## config.mk

```make
export PLATFORM = sky130hd
export DESIGN_NAME = wb_rr_arbiter
export DESIGN_NICKNAME = d
export VERILOG_FILES = /design/src/rtl/wb_rr_arbiter.sv
export SDC_FILE = /design/constraint.sdc
export NUM_CORES = 1
export LEC_CHECK = 0
export ABC_CLOCK_PERIOD_IN_PS = 3800
export CAP_MARGIN = 10
export CORE_AREA = 5 5 162 164
export DETAILED_ROUTE_END_ITERATION = 6
export DIE_AREA = 0 0 167 169
export PLACE_DENSITY = 0.51
export SYNTH_ARGS = -nofsm -noshare
export SYNTH_HDL_FRONTEND = slang
export SYNTH_SLANG_ARGS = --single-unit
```

## constraint.sdc

```tcl
create_clock -name clk -period 3.8 [get_ports clk]
set_input_delay 1.14 -clock clk [delete_from_list [all_inputs] [get_ports clk]]
set_output_delay 1.14 -clock clk [all_outputs]
set_load 0.02 [all_outputs]
```

## src/rtl/wb_rr_arbiter.sv

```systemverilog
// wb_rr_arbiter
//   Three-master / one-slave Wishbone arbiter. Grants rotate round-robin
//   and ownership lasts for the whole CYC. A per-transfer watchdog ends a
//   strobe that has waited `timeout` cycles with an ERR to the owner.
//
// Ports
//   clk, reset           system clock, asynchronous active-high reset
//   mN_*_i  (N=0..2)     master request: adr, dat, sel, we, cyc, stb
//   mN_dat_o             slave read data, broadcast to every master
//   mN_ack_o, mN_err_o   response, visible only to the current owner
//   s_*_o                request to the slave, muxed from the owner
//   s_dat_i/ack_i/err_i  slave response
//   grant_o              one-hot owner, 000 while idle
//   timeout_o            one-cycle pulse, the cycle after the watchdog fires
//
// state | meaning
// ------+--------------------------------------------------------------
// IDLE  | no owner; the next edge picks a requester after last_q
// BUSY  | grant_q owns the slave until it drops CYC
module wb_rr_arbiter #(
  parameter int adr_width = 32,
  parameter int timeout   = 255,
  parameter int cnt_width = 16
) (
  input  logic                 clk,
  input  logic                 reset,
  input  logic [adr_width-1:0] m0_adr_i,
  input  logic [31:0]          m0_dat_i,
  output logic [31:0]          m0_dat_o,
  input  logic [3:0]           m0_sel_i,
  input  logic                 m0_we_i,
  input  logic                 m0_cyc_i,
  input  logic                 m0_stb_i,
  output logic                 m0_ack_o,
  output logic                 m0_err_o,
  input  logic [adr_width-1:0] m1_adr_i,
  input  logic [31:0]          m1_dat_i,
  output logic [31:0]          m1_dat_o,
  input  logic [3:0]           m1_sel_i,
  input  logic                 m1_we_i,
  input  logic                 m1_cyc_i,
  input  logic                 m1_stb_i,
  output logic                 m1_ack_o,
  output logic                 m1_err_o,
  input  logic [adr_width-1:0] m2_adr_i,
  input  logic [31:0]          m2_dat_i,
  output logic [31:0]          m2_dat_o,
  input  logic [3:0]           m2_sel_i,
  input  logic                 m2_we_i,
  input  logic                 m2_cyc_i,
  input  logic                 m2_stb_i,
  output logic                 m2_ack_o,
  output logic                 m2_err_o,
  output logic [adr_width-1:0] s_adr_o,
  output logic [31:0]          s_dat_o,
  output logic [3:0]           s_sel_o,
  output logic                 s_we_o,
  output logic                 s_cyc_o,
  output logic                 s_stb_o,
  input  logic [31:0]          s_dat_i,
  input  logic                 s_ack_i,
  input  logic                 s_err_i,
  output logic [2:0]           grant_o,
  output logic                 timeout_o
);

  typedef enum logic {IDLE, BUSY} state_t;

  localparam logic [cnt_width-1:0] WD_LAST = cnt_width'(timeout - 1);

  state_t               state_q, state_d;
  logic [2:0]           grant_q, grant_d;
  logic [1:0]           last_q, last_d;
  logic [cnt_width-1:0] wd_cnt_q, wd_cnt_d;
  logic                 timeout_q, timeout_d;

  logic [adr_width-1:0] own_adr;
  logic [31:0]          own_dat;
  logic [3:0]           own_sel;
  logic                 own_we, own_cyc, own_stb;
  logic [1:0]           own_idx;
  logic [2:0]           req;
  logic [2:0]           pick;
  logic                 wd_fire;
  logic                 ack_fwd, err_fwd;

  assign req = {m2_cyc_i, m1_cyc_i, m0_cyc_i};

  // Owner mux; grant_q is 000 when idle so everything reads as zero then.
  always_comb begin
    own_adr = '0;
    own_dat = '0;
    own_sel = '0;
    own_we  = 1'b0;
    own_cyc = 1'b0;
    own_stb = 1'b0;
    own_idx = 2'd0;
    case (grant_q)
      3'b001: begin
        own_adr = m0_adr_i; own_dat = m0_dat_i; own_sel = m0_sel_i;
        own_we  = m0_we_i;  own_cyc = m0_cyc_i; own_stb = m0_stb_i;
        own_idx = 2'd0;
      end
      3'b010: begin
        own_adr = m1_adr_i; own_dat = m1_dat_i; own_sel = m1_sel_i;
        own_we  = m1_we_i;  own_cyc = m1_cyc_i; own_stb = m1_stb_i;
        own_idx = 2'd1;
      end
      3'b100: begin
        own_adr = m2_adr_i; own_dat = m2_dat_i; own_sel = m2_sel_i;
        own_we  = m2_we_i;  own_cyc = m2_cyc_i; own_stb = m2_stb_i;
        own_idx = 2'd2;
      end
      default: ;
    endcase
  end

  // Round-robin pick: search starts at the master after the last owner.
  always_comb begin
    pick = 3'b000;
    case (last_q)
      2'd0: begin
        if      (req[1]) pick = 3'b010;
        else if (req[2]) pick = 3'b100;
        else if (req[0]) pick = 3'b001;
      end
      2'd1: begin
        if      (req[2]) pick = 3'b100;
        else if (req[0]) pick = 3'b001;
        else if (req[1]) pick = 3'b010;
      end
      default: begin
        if      (req[0]) pick = 3'b001;
        else if (req[1]) pick = 3'b010;
        else if (req[2]) pick = 3'b100;
      end
    endcase
  end

  // A same-cycle ACK beats the watchdog.
  assign wd_fire = (state_q == BUSY) & own_cyc & own_stb & ~s_ack_i &
                   (wd_cnt_q == WD_LAST);

  // Responses arriving without an owner strobe are dropped.
  assign ack_fwd = s_ack_i & own_stb;
  assign err_fwd = (s_err_i & own_stb) | wd_fire;

  always_comb begin
    state_d   = state_q;
    grant_d   = grant_q;
    last_d    = last_q;
    wd_cnt_d  = '0;
    timeout_d = wd_fire;
    case (state_q)
      IDLE: begin
        if (|req) begin
          grant_d = pick;
          state_d = BUSY;
        end
      end
      BUSY: begin
        if (!own_cyc) begin
          last_d  = own_idx;
          grant_d = 3'b000;
          state_d = IDLE;
        end else if (!(s_ack_i | s_err_i | ~own_stb | wd_fire)) begin
          wd_cnt_d = wd_cnt_q + cnt_width'(1);
        end
      end
      default: state_d = IDLE;
    endcase
  end

  always_ff @(posedge clk or posedge reset) begin
    if (reset) begin
      state_q   <= IDLE;
      grant_q   <= 3'b000;
      last_q    <= 2'd2;
      wd_cnt_q  <= '0;
      timeout_q <= 1'b0;
    end else begin
      state_q   <= state_d;
      grant_q   <= grant_d;
      last_q    <= last_d;
      wd_cnt_q  <= wd_cnt_d;
      timeout_q <= timeout_d;
    end
  end

  assign s_adr_o = own_adr;
  assign s_dat_o = own_dat;
  assign s_sel_o = own_sel;
  assign s_we_o  = own_we;
  assign s_cyc_o = own_cyc & ~wd_fire;
  assign s_stb_o = own_stb & ~wd_fire;

  assign m0_dat_o = s_dat_i;
  assign m1_dat_o = s_dat_i;
  assign m2_dat_o = s_dat_i;

  assign m0_ack_o = ack_fwd & grant_q[0];
  assign m1_ack_o = ack_fwd & grant_q[1];
  assign m2_ack_o = ack_fwd & grant_q[2];
  assign m0_err_o = err_fwd & grant_q[0];
  assign m1_err_o = err_fwd & grant_q[1];
  assign m2_err_o = err_fwd & grant_q[2];

  assign grant_o   = grant_q;
  assign timeout_o = timeout_q;

endmodule

```

======== Yosys cells after proc, flatten, opt, wreduce, memory -nomap -nowiden ========
Cells that the tools add are included.
word-level totals
  word-level logic and storage cells ...... 66
  input port bits ......................... 249
  register bits ........................... 23
operators by class
  equal/unequal tests ..................... 7
  $add $sub $neg .......................... 1
  bitwise gates (word level) .............. 23
  reduce and logical (&&, ||, !) cells .... 4
  multiplexer cells ....................... 26
operators with widths
  operator                                                                 number
  32-bit case mux with 3 select lines                                      2
  16-bit two-way mux                                                       3
  3-bit two-way mux                                                        8
  16-bit by 1-bit adder with 16-bit output (second input constant)         1
  16-bit by 8-bit equality test with 1-bit output (second input constant)  1
  1-bit AND                                                                14
  3-bit case mux with 2 select lines                                       2
  4-bit case mux with 3 select lines                                       1
  1-bit case mux with 3 select lines                                       3
  1-bit NOT                                                                5
  2-bit two-way mux                                                        2
  2-bit != test (second input constant)                                    2
  1-bit OR                                                                 4
  2-bit case mux with 2 select lines                                       1
  2-bit AND reduction                                                      2
  3-bit by 1-bit equality test with 1-bit output (second input constant)   1
  3-bit by 2-bit equality test with 1-bit output (second input constant)   1
  3-bit equality test (second input constant)                              1
  1-bit two-way mux                                                        3
  3-bit OR reduction                                                       1
  2-bit by 1-bit equality test with 1-bit output (second input constant)   1
  2-bit logical NOT                                                        1
  1-bit case mux with 2 select lines                                       1

======== Logic depth before layout (Yosys ltp) ========
  word-level depth ........................ 10
  mapped depth ............................ 7
  depth with buffers taken out ............ 6

======== Worst setup path before layout ========
OpenSTA, ideal clock, no wires.
  kind .................................... input to output
  from .................................... input m0_cyc_i
  to ...................................... output m0_err_o
  stages on the path ...................... 4
  data required time ...................... 2660 ps
  path slack .............................. 400 ps
  data arrival time ....................... 2260 ps
  path through ............................ nor4bb_1 -> a221o_2 -> nand4b_1 -> a21boi_1
on the way
  cells in the longest elaborated chain, start to end .. 7
ends and longest elaborated chain
  what                                RTL line  RTL
  from (decl)                         32        input logic m0_cyc_i,
  1-bit case mux with 3 select lines  98        case (grant_q)
  1-bit AND (4 in a row)              141       assign wd_fire = (state_q == BUSY) & own_cyc & own_stb & ~s_ack_i &
  1-bit OR                            146       assign err_fwd = (s_err_i & own_stb) | wd_fire;
  1-bit AND                           204       assign m0_err_o = err_fwd & grant_q[0];
  to (decl)                           35        output logic m0_err_o,
Every way passes these cells.

======== Worst setup path after layout ========
  from .................................... input m0_stb_i
  to ...................................... output m2_err_o
on the way
  cells in the longest elaborated chain, start to end .. 6
ends and longest elaborated chain
  what                                    RTL line  RTL
  from (decl)                             33        input logic m0_stb_i,
  1-bit case mux with 3 select lines (*)  98
  1-bit AND (3 in a row)                  141
  1-bit OR (*)                            146
  1-bit AND (*)                           206       assign m2_err_o = err_fwd & grant_q[2];
  to (decl)                               53        output logic m2_err_o,
Mark *: on every way between the ends. The rest lies on a longest branch, timed or not.

==> run summary <==
status: finished, final reports clean
Synth Area in XOR/XNOR: 0.0343
Yosys reg bits: 23
Critical Path RT: 2.66 ns
Worst Path Max Fanout: 4
measured slew at the worst slew-check pin: 0.728 ns
Gate Count Post-Synth: 473
Post-synth EDFFs: 0
syn nets: 724
clk root buf: clkbuf_16
Iter 0 DRT Violations: 242
area added between synthesis and finish: 87.7%
Post-Synth Adder-Cell Area: 0.00754
hold_sp: last_q[0]
register area share after synthesis: 0.174
DR pass1 iterations: 4
largest family of logic cells by synthesized area: compound AO/OA/AOI/OAI gates
post-synthesis mux area share: 0.00339
Critical Path Source Type: primary input
Critical R2R Launch: grant_o[2]
Leak: 2.20 nW
fin crit share: 0.988
Final Hold Slack: 0.534 ns
Primary FF master, synth: dfrtp_1
global-route wire length before repair: 26.3 mm
Final Hold Fails: 0
Netlist cell types: 42
Final HPWL DP: 14.7 mm
commonest non-fill, non-tap cells in the layout: clkdlybuf4s50_1 (273), nand2_1 (76), a22oi_1 (69)
Worst slew margin: 0.515
Worst-path clk slew: 0.06 ns
ANT nets after route: 0
port bufs: 297
Layout Nets: 924
final core occ: 0.252
Highest Signal Layer: met4
CP Class: primary input to output pin
WHS Path Cells: 1
DR WL met3: 1.76 mm
CTS tree: done
met1 wire length: 7.09 mm
Boundary Pins: 426
Via-to-Cell Ratio: 4.12
Hold Crit Class: flop to flop
die area: 28200 µm²
Worst Reg2Reg Path Length in Cells: 6
Max Fclk: 266 MHz
Core ar.: 24700 µm²
fraction of layout cells with a size suffix above 1: 0.106
clock skew: 0.00218 ns
worst-case vdd ir drop: 0.294 mV
Area after DPL: 6100 µm²
CP endpoint kind: output pin
Synth Area in Compound Gates: 0.313
Slew Viols, Final: 0
largest net degree at the start of global routing: 40
CTS Sinks: 23
Clock Latency Late Sink: 0.26 ns
fin crit period: 3.76 ns
ys async rst share: 1.00
routability cong.: 0.817
Syn. warnings: 0
minimum setup slack among reg-to-reg paths: 1.79 ns
syn_area_per_cell: 7.02 µm²
H-tree lvl count: 1
fill cell count: 2693
Design Area, Final: 6230 µm²
Die Ht: 169 µm
number of global-route vias before repair: 4172
drt total wl: 18.1 mm
Setup violations, final: 0
reg-to-reg endpoint: wd_cnt_q[7]
Tot GR Track Use: 0.116
commonest non-fill, non-tap cell in the layout: clkdlybuf4s50_1
initial core utilization: 0.134
GRT overflow: 0
Worst Path Arrival: 2.62 ns
Power Density: 514 nW/µm²
RSZ-0062 raised after global routing: false
antenna violations before repair: 0
Synth Area in Simple Gates: 0.200
CTS Buffer Depth: 2
mapped cell area: 3320 µm²
Max-Cap Viols: 0
std cell rows: 58
hold endpoint: last_q[0]
total CTS buffers: 3
Die W: 167 µm
Antenna Cells: 0
DR WL met2: 9.11 mm
DRC violations left: 0
WL/cell: 18.1 µm
DR vias: 4130
[cells by family (layout without fill, tap and decap cells)]
family | count (synthesis) | count (layout)
buf+inv | 137 | 336
simple gates | 140 | 140
mux | 1 | 1
flops | 23 | 23
compound gates | 157 | 157
fa+ha+maj | 2 | 2
xor+xnor | 13 | 13
[critical path, cell delays in order]
cell and delay, ns:
clkdlybuf4s50_1 0.46, nor4bb_2 0.20, a221o_2 0.19, nand4b_1 0.14, buf_4 0.19, a21boi_2 0.15
buf_6 0.14
[timing repair]
item,4_1_cts,5_1_grt
endpoints found under the setup margin,10,16
gates resized for setup,41,13
pin swaps,2,3
buffers inserted,1,1
hold buffers,0,0
[cell type report]
| type | count | area, µm² | share of cell area |
|---|---|---|---|
| Multi-Input combinational cell | 313 | 1910 | 0.307 |
| Tap cell | 330 | 413 | 0.0663 |
| Sequential cell | 23 | 579 | 0.0930 |
| Timing Repair Buffer | 326 | 3230 | 0.518 |
| Clock inverter | 1 | 5.00 | 0.000803 |
| Clock buffer | 3 | 75.1 | 0.0120 |
| Inverter | 6 | 22.5 | 0.00361 |
[state kept, by name, indices dropped and copies added (netlist names)]
register	flops
wd_cnt_q	16
last_q	2
grant_o	3
state_q	1
timeout_o	1
[cells in the mapped netlist (2+ instances only)]
library cell	instances	share of area
a21boi_1	3	0.0068
a21oi_1	2	0.0030
a221o_2	2	0.0068
a22oi_1	69	0.16
a32o_1	3	0.0090
and2_1	3	0.0057
and3_1	3	0.0057
buf_1	2	0.0023
buf_2	8	0.012
buf_4	97	0.22
clkbuf_1	24	0.027
dfrtp_1	22	0.17
ha_1	2	0.0075
inv_1	6	0.0068
nand2_1	76	0.086
nand2b_1	2	0.0038
nand3_1	5	0.0075
nand4_1	4	0.0075
nand4b_1	2	0.0053
nor2_1	6	0.0068
nor2b_1	5	0.0094
nor3_1	21	0.032
nor4_1	5	0.0094
nor4bb_1	2	0.0060
o21ai_0	60	0.090
o21ai_1	10	0.015
o22ai_1	2	0.0038
or3_1	2	0.0038
xnor2_1	11	0.029
xor2_1	2	0.0053
[worst max path at each step]
stage | end | startpoint | slack (ns)
2_1_floorplan | m0_err_o | m0_cyc_i | 0.40
3_3_place_gp | m0_err_o | m0_cyc_i | -0.59
3_5_place_dp | m2_err_o | m0_cyc_i | -0.61
4_1_cts | m2_err_o | m0_stb_i | -0.02
5_1_grt | s_adr_o[17] | m1_adr_i[17] | 0.002
6_report | m2_err_o | m0_stb_i | 0.04
[power breakdown]
| part | leakage [nW] | switching, W | total [W] | internal [W] |
|---|---|---|---|---|
| combinational | 1.85 | 0.00141 | 0.00264 | 0.00123 |
| sequential | 0.310 | 0.0000604 | 0.000334 | 0.000274 |
| clock | 0.0409 | 0.0000894 | 0.000231 | 0.000142 |
| total | 2.20 | 0.00156 | 0.00321 | 0.00164 |
[routing by layer]
metal,global-route usage,vias to the layer above
met4,0.0149,0
met2,0.207,253
met5,0,-
met3,0.0437,13
li1,-,1991
met1,0.137,1873
[per-stage QoR]
step	instances	TNS [ns]	setup slack [ns]	total power (W)
floorplan	473	0	0.400	0.00170
finish	1002	0	0.0439	0.00321
detailed placement	996	-3.50	-0.607	0.00301
global placement	996	-3.53	-0.586	0.00303
global route	1002	0	0.00169	0.00342
CTS	1001	-0.0267	-0.0154	0.00326
(Power assumes the default switching activity.)
